## src/rtl/sync_spram_pkg.sv

```systemverilog
`default_nettype none
// ------------------------------------------------------------------
// sync_spram_pkg: shared FSM encoding and credit helper for the
// sync_spram front-end controller.            Rev 1.0
// ------------------------------------------------------------------
package sync_spram_pkg;

   typedef enum logic [1:0] {
      S_INIT  = 2'd0,
      S_RUN   = 2'd1,
      S_DRAIN = 2'd2
   } spram_ctrl_state_e;

   // Outstanding reads are capped at the response buffer depth.
   function automatic logic credit_ok(input logic inflight, input logic [1:0] cnt);
      return ({1'b0, cnt} + {2'b00, inflight}) < 3'd2;
   endfunction

endpackage
`default_nettype wire

```

## src/rtl/sync_spram_rsp_buf.sv

```systemverilog
`default_nettype none
// ------------------------------------------------------------------
// sync_spram_rsp_buf: 2-entry response FIFO with head and count.
// Rev 1.0
// ------------------------------------------------------------------
module sync_spram_rsp_buf #(
   parameter int DATA_WIDTH = 32
) (
   input  logic                  clk,
   input  logic                  rst,
   input  logic                  push_i,
   input  logic                  pop_i,
   input  logic [DATA_WIDTH-1:0] data_i,
   output logic [DATA_WIDTH-1:0] head_o,
   output logic [1:0]            count_o
);

   logic [DATA_WIDTH-1:0] mem_q [2];
   logic                  rd_ptr_q;
   logic                  wr_ptr_q;
   logic [1:0]            count_q;

   always_ff @(posedge clk) begin
      if (rst) begin
         rd_ptr_q <= 1'b0;
         wr_ptr_q <= 1'b0;
         count_q  <= 2'd0;
      end else begin
         if (push_i) wr_ptr_q <= ~wr_ptr_q;
         if (pop_i)  rd_ptr_q <= ~rd_ptr_q;
         count_q <= count_q + {1'b0, push_i} - {1'b0, pop_i};
      end
   end

   always_ff @(posedge clk) begin
      if (push_i) mem_q[wr_ptr_q] <= data_i;
   end

   assign head_o  = mem_q[rd_ptr_q];
   assign count_o = count_q;

endmodule
`default_nettype wire

```

## src/rtl/sync_spram_port_ctrl.sv

```systemverilog
`default_nettype none
// ------------------------------------------------------------------
// sync_spram_port_ctrl: valid/ready request/response front end with
// zero-fill for one sync_spram instance.       Rev 1.0
// ------------------------------------------------------------------
module sync_spram_port_ctrl
   import sync_spram_pkg::*;
#(
   parameter  int DATA_WIDTH    = 32,
   parameter  int DATA_DEPTH    = 1024,
   parameter  int BYTE_SIZE     = 8,
   parameter  int INIT_ON_RESET = 1,
   localparam int AW            = $clog2(DATA_DEPTH),
   localparam int NB            = DATA_WIDTH / BYTE_SIZE
) (
   input  logic                  clk,
   input  logic                  rst,
   input  logic                  clear_i,
   input  logic                  req_valid_i,
   output logic                  req_ready_o,
   input  logic [AW-1:0]         req_addr_i,
   input  logic [NB-1:0]         req_we_i,
   input  logic [DATA_WIDTH-1:0] req_wdata_i,
   output logic                  rsp_valid_o,
   input  logic                  rsp_ready_i,
   output logic [DATA_WIDTH-1:0] rsp_rdata_o,
   output logic                  init_done_o,
   output logic [AW-1:0]         ram_addr_o,
   output logic [NB-1:0]         ram_we_o,
   output logic [DATA_WIDTH-1:0] ram_wdata_o,
   input  logic [DATA_WIDTH-1:0] ram_rdata_i
);

   typedef struct packed {
      logic [AW-1:0]         addr;
      logic [NB-1:0]         we;
      logic [DATA_WIDTH-1:0] wdata;
   } req_t;

   localparam logic [AW-1:0] LAST_ADDR = AW'(DATA_DEPTH - 1);

   spram_ctrl_state_e     state_q, state_d;
   logic [AW-1:0]         init_cnt_q;
   logic [AW-1:0]         ram_addr_q;
   logic                  inflight_q, inflight_d;
   logic                  ready_q;
   logic                  accept;
   logic                  buf_push, buf_pop;
   logic [1:0]            buf_cnt, buf_cnt_d;
   logic [DATA_WIDTH-1:0] buf_head;
   req_t                  req, ram_req;

   assign req        = '{addr: req_addr_i, we: req_we_i, wdata: req_wdata_i};
   assign accept     = req_valid_i & ready_q & (state_q == S_RUN) & ~rst;
   assign inflight_d = accept & (req_we_i == '0);

   // In-flight data bypasses the buffer only when nothing older is queued.
   assign buf_pop   = rsp_ready_i & (buf_cnt != 2'd0);
   assign buf_push  = inflight_q & ~((buf_cnt == 2'd0) & rsp_ready_i);
   assign buf_cnt_d = buf_cnt + {1'b0, buf_push} - {1'b0, buf_pop};

   always_comb begin
      state_d = state_q;
      unique case (state_q)
         S_INIT:  if (init_cnt_q == LAST_ADDR) state_d = S_RUN;
         S_RUN:   if (clear_i) state_d = S_DRAIN;
         S_DRAIN: if (!inflight_q && (buf_cnt == 2'd0)) state_d = S_INIT;
         default: state_d = S_INIT;
      endcase
   end

   always_ff @(posedge clk) begin
      if (rst) begin
         state_q    <= (INIT_ON_RESET != 0) ? S_INIT : S_RUN;
         init_cnt_q <= '0;
         inflight_q <= 1'b0;
         ready_q    <= 1'b0;
         ram_addr_q <= '0;
      end else begin
         state_q    <= state_d;
         init_cnt_q <= ((state_q == S_INIT) && (state_d == S_INIT)) ? init_cnt_q + AW'(1) : '0;
         inflight_q <= inflight_d;
         ready_q    <= (state_d == S_RUN) && credit_ok(inflight_d, buf_cnt_d);
         ram_addr_q <= ram_addr_o;
      end
   end

   always_comb begin
      ram_req = '{addr: ram_addr_q, we: '0, wdata: '0};
      if (!rst) begin
         if (state_q == S_INIT) begin
            ram_req = '{addr: init_cnt_q, we: {NB{1'b1}}, wdata: '0};
         end else if (accept) begin
            ram_req = req;
         end
      end
   end

   assign ram_addr_o  = ram_req.addr;
   assign ram_we_o    = ram_req.we;
   assign ram_wdata_o = ram_req.wdata;

   sync_spram_rsp_buf #(
      .DATA_WIDTH (DATA_WIDTH)
   ) u_rsp_buf (
      .clk     (clk),
      .rst     (rst),
      .push_i  (buf_push),
      .pop_i   (buf_pop),
      .data_i  (ram_rdata_i),
      .head_o  (buf_head),
      .count_o (buf_cnt)
   );

   assign req_ready_o = ready_q & ~rst;
   assign rsp_valid_o = ~rst & ((buf_cnt != 2'd0) | inflight_q);
   assign rsp_rdata_o = (buf_cnt != 2'd0) ? buf_head : ram_rdata_i;
   assign init_done_o = ~rst & (state_q != S_INIT);

   a_no_full_inflight : assert property (@(posedge clk) disable iff (rst)
      !((buf_cnt == 2'd2) && inflight_q));

endmodule
`default_nettype wire

```

## config.mk

```make
export PLATFORM = sky130hd
export DESIGN_NAME = sync_spram_port_ctrl
export DESIGN_NICKNAME = d
export VERILOG_FILES = /design/src/rtl/sync_spram_pkg.sv /design/src/rtl/sync_spram_rsp_buf.sv /design/src/rtl/sync_spram_port_ctrl.sv
export SDC_FILE = /design/constraint.sdc
export NUM_CORES = 1
export LEC_CHECK = 0
export CAP_MARGIN = 10
export CORE_MARGIN = 5
export CORE_UTILIZATION = 45
export CTS_BUF_LIST = sky130_fd_sc_hd__clkbuf_8
export CTS_CLUSTER_SIZE = 20
export DETAILED_ROUTE_END_ITERATION = 8
export PLACE_DENSITY = 0.85
export SYNTH_ARGS = -nofsm -noshare
export SYNTH_HDL_FRONTEND = slang
export SYNTH_SLANG_ARGS = --single-unit
```

## constraint.sdc

```tcl
create_clock -name clk -period 2.55 [get_ports clk]
set_input_delay 0.3825 -clock clk [delete_from_list [all_inputs] [get_ports clk]]
set_output_delay 0.3825 -clock clk [all_outputs]
set_load 0.02 [all_outputs]
```

==> Yosys cells after proc, flatten, opt, wreduce, memory -nomap -nowiden <==
Memory sizes are Yosys's and may differ from the RTL's. A register that Yosys moved wholly into a read port is not among the register bits.
Index checks and enable logic that the tools add are counted.
{ "word_totals": {"register_bits": 28, "mem_bits_rw": 64, "inputBits": 83, "out_inout_bits": 81, "word_cells": 57, "mem_count": 1} }
{ "memory_table": {"columns": ["name", "words", "width", "rd", "rd_ports_with_merged_regs", "write_ports", "line", "source"], "rows": [
  ["u_rsp_buf.mem_q", 2, 32, 1, 1, 1, "sync_spram_rsp_buf.sv:18", "logic [DATA_WIDTH-1:0] mem_q [2];"]
]} }
{ "classes": {"add_sub_neg": 4, "magnitude_cmp": 1, "eq_ne": 4, "mux": 12, "bitwise": 16, "n_reduce_logical": 11} }
{ "ops": {"columns": ["operator", "n"], "rows": [
  ["two-way mux 46 bit", 3],
  ["two-way mux 32 bit", 1],
  ["adder 10 x 1 -> 10 bit, second input constant", 1],
  ["bitwise AND 1 bit", 10],
  ["equality test 10 bit, second input constant", 1],
  ["logical NOT 2 bit", 3],
  ["two-way mux 2 bit", 3],
  ["one-hot mux 2 bit (3 select lines)", 1],
  ["inverter 1 bit", 5],
  ["equality test 2 x 1 -> 1 bit, second input constant", 2],
  ["logical NOT 4 bit", 1],
  ["two-way mux 1 bit", 4],
  ["nonzero test 2 bit", 2],
  ["adder 2 x 1 -> 3 bit", 1],
  ["logical AND 1 bit", 3],
  ["< comparator 3 x 2 -> 1 bit, second input constant", 1],
  ["adder 2 x 1 -> 2 bit", 1],
  ["equality test 2 bit, second input constant", 1],
  ["OR reduction 2 bit", 1],
  ["subtractor 2 x 1 -> 2 bit", 1],
  ["logical NOT 1 bit", 1],
  ["OR 1 bit", 1]
]} }

==> Logic depth before layout (Yosys ltp) <==
Gate-level depths: netlist of run 1.
{ "logic_depth": {"ltp_word": 9, "depth_mapped": 8, "depth_no_buf": 8} }

==> By module <==
Synthesis of run 1 repeated with hierarchy kept, for this count alone.
{ "unflattened": {"cells_unflattened": 363, "hier_area_um2": 4764.6} }
{ "by_module_without_submodules": {"columns": ["module", "instances", "cells_each", "area_each_um2", "seq_area_each_um2"], "rows": [
  ["sync_spram_rsp_buf", 1, 119, 2672.6, 2021.9],
  ["sync_spram_port_ctrl", 1, 244, 2092.0, 480.5]
]} }

==> Worst setup path after synthesis of run 1 <==
OpenSTA, ideal clock, no wires.
{ "synth_timing": {"kind": "input -> output", "start": "in rst", "end": "out ram_wdata_o[10]", "t_arrival_ps": 1474, "required_ps": 2168, "setup_slack_ps": 693, "stages": 5, "path_buffers": 2, "path_cell_list": "clkbuf_1 or3b_4 nor2_4 buf_4 and2_1"} }
{ "synth_via": {"elab_chain_cells": 5} }
{ "synth_lines": {"columns": ["item", "line", "source"], "rows": [
  ["from (decl)", "sync_spram_port_ctrl.sv:17", "input logic rst,"],
  ["inverter 1 bit", "sync_spram_port_ctrl.sv:54", "assign accept = req_valid_i & ready_q & (state_q == S_RUN) & ~rst;"],
  ["bitwise AND 1 bit", "sync_spram_port_ctrl.sv:54", null],
  ["two-way mux 46 bit", "sync_spram_port_ctrl.sv:93", "end else if (accept) begin"],
  ["two-way mux 46 bit", "sync_spram_port_ctrl.sv:91", "if (state_q == S_INIT) begin"],
  ["two-way mux 46 bit *", "sync_spram_port_ctrl.sv:90", "if (!rst) begin"],
  ["to (decl)", "sync_spram_port_ctrl.sv:30", "output logic [DATA_WIDTH-1:0] ram_wdata_o,"]
]} }
Mark *: on every way between the ends. The rest lies on a longest branch, timed or not.

==> Worst setup path after layout of run 1 <==
{ "layout_timing": {"start": "reg u_rsp_buf.count_q[1], in the netlist u_rsp_buf.count_o[1]", "end": "out rsp_rdata_o[16]"} }
{ "layout_via": {"elab_chain_cells": 2} }
{ "layout_lines": {"columns": ["item", "line", "source"], "rows": [
  ["from (decl)", "sync_spram_rsp_buf.sv:21", "logic [1:0] count_q;"],
  ["from (signal assigned)", "sync_spram_rsp_buf.sv:31", "count_q <= count_q + {1'b0, push_i} - {1'b0, pop_i};"],
  ["nonzero test 2 bit", "sync_spram_port_ctrl.sv:117", "assign rsp_rdata_o = (buf_cnt != 2'd0) ? buf_head : ram_rdata_i;"],
  ["two-way mux 32 bit", "sync_spram_port_ctrl.sv:117", null],
  ["to (decl)", "sync_spram_port_ctrl.sv:26", "output logic [DATA_WIDTH-1:0] rsp_rdata_o,"]
]} }
No other way between the ends.

==> flow_summary.ini, run 1 <==
[job]
drv_cap = 0

[worst_hold_path]
hold_path_class = flop to flop
whs_path_depth = 2
hold_start = u_rsp_buf.rd_ptr_q

[floorplanning]
die-width_um = 110
die_height_um = 110
rows = 36
initial_utilization_pct = 46.0
dieArea_um2 = 12100
core-area_um2 = 9770
ios = 164

[run_status]
status = finished clean

[power_and_ir_drop]
power_frac_seq_pct = 42.5
power_frac_comb_pct = 29.8
intPower_mw = 2.75
netSwitchingFraction_pct = 29.0
p_leak_nw = 2.47
powerDensity_nw_per_um2 = 593
power.share.clock_pct = 27.7
ir_worst_vdd_mv = 0.342
switchingPower_mw = 1.12

[timing]
fin_crit_sh_pct = 95.4
min_period_ps = 2430
drv_slew = 0
hold_viol = 0
setup_viol = 0
finalHoldWorstSlack_ps = 503
worst_clock_skew_ps = 8.95
tns_ps = 0
rsz0062_at_grt = false
worst_slew_pin_slew_ps = 551
slew_headroom_pct = 63.3
fmax_mhz = 411

[critical_path]
cp-start-kind = flop
cpPeakStageDelay_ps = 640
end_kind = output port
reg2reg_to = ready_q
setup.worst_path.class = flop to output port
worstPathMaxFanout = 27
rrSetupSlack_ps = 670
cp_data_arrival_time_ps = 2050
crit_slowest_cell = clkdlybuf4s50_1
required_ps = 2170
cp_top_family = buffers and inverters
r2r_start = u_rsp_buf.count_o[1]
crit_chain = or2_4 > clkbuf_16 > a21oi_1 > clkdlybuf4s50_1
path_buf_inv = 2
rr_worst_depth = 8

[yosys]
synth_warnings = 0
syn_area_um2 = 4500
synth_area_leaders = edfxtp_1 43%, dfxtp_1 13%, mux2i_1 7.1%
ys.flop_type = edfxtp_1
synth_edf_count = 64
syn_nets = 484
seq_area_frac_synth_pct = 55.6
yosysTopAreaCell = edfxtp_1
synthArstFlopShare_pct = 0
ys_types = 46
synthCells = 398
yosysTopAreaCellShare_pct = 42.7
synth_area_per_cell_um2 = 11.3
ys_seq_elements = 93

[layout]
drive_gt1_share_pct = 9.93
multi_input_area_um2 = 1790
layout.nets = 645
final_util_pct = 66.7
fillCellCount = 772
final_cell_mix = 112 x clkdlybuf4s50_1, 64 x edfxtp_1, 47 x nor2_1, 47 x dlygate4sd2_1
final_area_um2 = 6520
diodes = 0
final_common_cell = clkdlybuf4s50_1
layout-area-overhead-vs-synth_pct = 45.0
seqCellArea_um2 = 2500

[clocking]
h-tree-depth = 3
clock_latency_ps = 350
cts.sinks = 93
cts_hold_buf = 0
clockBufferDepth = 2
clk_pin_slew_worst_paths_ps = 90
cts-buffers-inserted = 9
root_buffer = clkbuf_8
cts_tree = done

[placed_design]
place_congestion = 0.768
io_buffers = 163
dp_hpwl_um = 7810
dpl_cell_area_um2 = 6320

[drt]
vias = 3533
wl_um = 11100
wl_per_cell_um = 15.9
drt_iter0_drc = 153
dr.pass1.iters = 4
vias_per_cell = 5.07
antenna_left = 0
drc = 0

[global_routing]
antenna_found_initial = 0
first_global_vias = 3640
grt_overflow = 0
grtUsageTotal_pct = 17.6
grt_pass1_wl_um = 17100
grt_max_degree = 56
Yosys cell counts, types with 5 or more instances:
| cell | count |
|---|---|
| clkbuf_1 | 9 |
| and2_1 | 34 |
| nand2_1 | 24 |
| buf_2 | 11 |
| nor2_1 | 47 |
| mux2i_1 | 32 |
| dfxtp_1 | 29 |
| edfxtp_1 | 64 |
| o22a_1 | 20 |
| a21oi_1 | 34 |
| nand3_1 | 5 |
| a21o_1 | 5 |
| inv_1 | 9 |
| a21oi_2 | 5 |
| a311oi_2 | 8 |
worst max path at each step:
stage               cells after the start            startpoint  slack (ps)         endpoint
global placement                        6                   rst         -70  ram_wdata_o[28]
finish                                  4  u_rsp_buf.count_o[1]         120  rsp_rdata_o[16]
floorplan                               5                   rst         690  ram_wdata_o[10]
CTS                                     4  u_rsp_buf.count_o[1]           2  rsp_rdata_o[22]
detailed placement                      6                   rst        -110  ram_wdata_o[17]
global route                            5  u_rsp_buf.count_o[1]          20  rsp_rdata_o[25]
cell families (layout without fill, tap and decap cells):
group	Yosys count	after routing	share of synthesized area [%]
AOI/OAI and AO/OA	84	84	14.3
buffers and inverters	39	205	4.59
adders and majority gates	3	3	0.835
DFF	93	93	55.6
xor gates and xnor gates	5	5	1.28
muxes	32	32	7.12
and+or+nand+nor	142	142	16.2
sequential cells by signal, indices dropped and copies added (netlist names), named ones only:
signal / count
u_rsp_buf.rd_ptr_q: 1
ram_addr_q: 10
state_q: 2
inflight_q: 1
init_cnt_q: 10
u_rsp_buf.wr_ptr_q: 1
u_rsp_buf.mem_q: 64
u_rsp_buf.count_o: 2
ready_q: 1
per-stage QoR:
stage	power (mW)	worst slack [ps]	cells
3_5_place_dp	2.81	-113	680
6_report	3.87	118	697
3_3_place_gp	2.79	-69.7	680
2_1_floorplan	2.27	693	398
5_1_grt	4.04	20.0	697
4_1_cts	3.85	1.98	696
worst register-to-register path, cell delays in order, from the launching register on:
cell and delay, ps:
dfxtp_1 360, o21ai_0 290, inv_1 80, ha_1 280, inv_1 40, ha_1 250
inv_1 50, nor4b_1 370, a211oi_2 60
power groups by stage:
stage | clock network [mW] | registers, mW | logic, mW
global placement | 0 | 1.68 | 1.12
global route | 1.16 | 1.65 | 1.23
floorplan | 0 | 1.67 | 0.600
CTS | 1.09 | 1.64 | 1.12
detailed placement | 0 | 1.68 | 1.13
finish | 1.07 | 1.64 | 1.15
repair_timing:
item | 4_1_cts | 5_1_grt
buffers inserted | 0 | 0
setup endpoints to repair | 47 | 27
cloned | 0 | 1
gates resized for setup | 48 | 5
pin swaps | 0 | 0
final cells by class:
| cell class | instances | area share [%] |
|---|---|---|
| well taps | 133 | 2.55 |
| repair buffers | 180 | 27.6 |
| inverters | 9 | 0.518 |
| multi-input cells | 266 | 27.5 |
| clock buffers | 9 | 1.90 |
| clock inverters | 7 | 1.52 |
| flip-flops and latches | 93 | 38.4 |
metal layers:
metal	vias to the layer above	track usage [%]	routed length (um)	share of wire, %
met4	0	4.01	51	0.46
met5	-	0	0	0
met2	110	30.0	5630	51
met3	7	4.66	669	6.0
li1	1765	-	-	-
met1	1651	22.5	4740	43
Power figures use the tool's default switching activity.
==> inputs of run 2 (changes only) <==
Settings changed: PLACE_DENSITY 0.85 to 0.87.
==> run 2 against run 1 <==
Sequential share of layout area up 0.47 points. Critical path depth unchanged. Clock power decreased by 10%.
==> flow_summary.ini, run 2 (same netlist as run 1, synthesis figures left out) <==
[global_routing]
grt_pass1_wl_um = 17800
antenna_found_initial = 0
first_global_vias = 3668
grt_overflow = 0
grtUsageTotal_pct = 18.5
grt_max_degree = 65

[layout]
seqCellArea_um2 = 2510
diodes = 0
drive_gt1_share_pct = 9.64
largest-register = u_rsp_buf.mem_q
final_common_cell = clkdlybuf4s50_1
layout-area-overhead-vs-synth_pct = 43.3
reg_top3 = u_rsp_buf.mem_q: 64 flops, init_cnt_q: 10 flops, ram_addr_q: 10 flops
multi_input_area_um2 = 1790
final_cell_mix = 110 x clkdlybuf4s50_1, 64 x edfxtp_1, 47 x nor2_1
final_util_pct = 65.9
layout.nets = 642
final_area_um2 = 6450
fillCellCount = 741
largest_reg_flops = 64

[drt]
wl_um = 11400
vias = 3600
drt_iter0_drc = 222
drc = 0
wl_per_cell_um = 16.4
antenna_left = 0
dr.pass1.iters = 4
vias_per_cell = 5.19

[clocking]
clk_pin_slew_worst_paths_ps = 90
cts_tree = done
cts-buffers-inserted = 9
root_buffer = clkbuf_8
clock_latency_ps = 350
cts_setup_buffers = 0
clockBufferDepth = 2
cts.sinks = 93
h-tree-depth = 3

[job]
drv_cap = 0

[critical_path]
required_ps = 2170
cp-start-kind = flop
setup.worst_path.class = flop to output port
crit_start = u_rsp_buf.count_o[1]
crit_chain = or2_2 > buf_12 > a21oi_1 > clkdlybuf4s50_1
cp_data_arrival_time_ps = 2080
rrSetupSlack_ps = 600
end_kind = output port
r2r_start = u_rsp_buf.count_o[1]
worstPathMaxFanout = 64
reg2reg_to = ready_q
cp_top_family = buffers and inverters
rr_worst_depth = 8
cpPeakStageDelay_ps = 630
path_buf_inv = 2
crit_slowest_cell = clkdlybuf4s50_1

[placed_design]
dp_hpwl_um = 8110
place_congestion = 0.795
dpl_cell_area_um2 = 6290
io_buffers = 163

[floorplanning]
dieArea_um2 = 12100
die-width_um = 110
rows = 36
core-area_um2 = 9770
initial_utilization_pct = 46.0
ios = 164
die_height_um = 110

[timing]
fmax_mhz = 406
worst_clock_skew_ps = 6.74
tns_ps = 0
worst_slew_pin_slew_ps = 584
setup_viol = 0
slew_headroom_pct = 61.0
rsz0062_at_grt = false
fin_crit_sh_pct = 96.7
hold_viol = 0
drv_slew = 0
finalHoldWorstSlack_ps = 499
min_period_ps = 2460

[power_and_ir_drop]
ir_worst_vdd_mv = 0.351
switchingPower_mw = 1.11
powerDensity_nw_per_um2 = 578
design_power_total_mw = 3.72
p_leak_nw = 2.46
power.share.clock_pct = 25.7
power_frac_comb_pct = 29.9
power_frac_seq_pct = 44.4
intPower_mw = 2.61
netSwitchingFraction_pct = 29.8

[worst_hold_path]
hold_start = ram_addr_q[9]
hold_path_class = flop to flop
hold_path_end = ram_addr_q[9]
whs_path_depth = 2

[run_status]
status = finished clean
run 2: worst reg2reg max path: stages, from the launching register on:
cell	delay [ps]
dfxtp_1	350
o21ai_0	290
inv_1	90
ha_1	290
inv_1	40
ha_1	260
inv_1	50
nor4b_1	390
a211oi_2	50
run 2: power groups by stage:
stage	logic (mW)	clock network [mW]	registers [mW]
finish	1.11	0.958	1.65
global route	1.20	1.04	1.66
CTS	1.13	0.982	1.65
detailed placement	1.13	0	1.69
global placement	1.10	0	1.69
floorplan	0.600	0	1.67
run 2: repair_timing:
item / in CTS / in global routing
endpoints found under the setup margin: 45 / 8
pin swaps: 0 / 0
gates resized for setup: 46 / 9
hold buffers: 0 / 0
run 2: layer usage:
layer | global-route usage, % | wire, um
met1 | 23.0 | 4700
met3 | 5.01 | 784
met2 | 32.1 | 5730
met4 | 4.45 | 146
met5 | 0 | 0
run 2: how the worst max path moves through the flow:
stage | end | depth (start not counted)
4_1_cts | ram_addr_o[8] | 6
2_1_floorplan | ram_wdata_o[10] | 5
5_1_grt | rsp_rdata_o[27] | 4
3_5_place_dp | ram_wdata_o[29] | 6
6_report | rsp_rdata_o[19] | 4
3_3_place_gp | ram_wdata_o[9] | 6
run 2: layout make-up:
cell class              count  area share [%]
inverters                   9           0.524
clock inverters             6           0.990
multi-input cells         266            27.8
flip-flops and latches     93            38.9
repair buffers            177            27.3
well taps                 133            2.58
clock buffers               9            1.92
run 2: through the flow:
| stage | setup slack, ps | instances |
|---|---|---|
| 2_1_floorplan | 693 | 398 |
| 3_3_place_gp | -69.1 | 678 |
| 3_5_place_dp | -80.8 | 678 |
| 4_1_cts | 3.20 | 693 |
| 5_1_grt | 1.83 | 693 |
| 6_report | 85.1 | 693 |
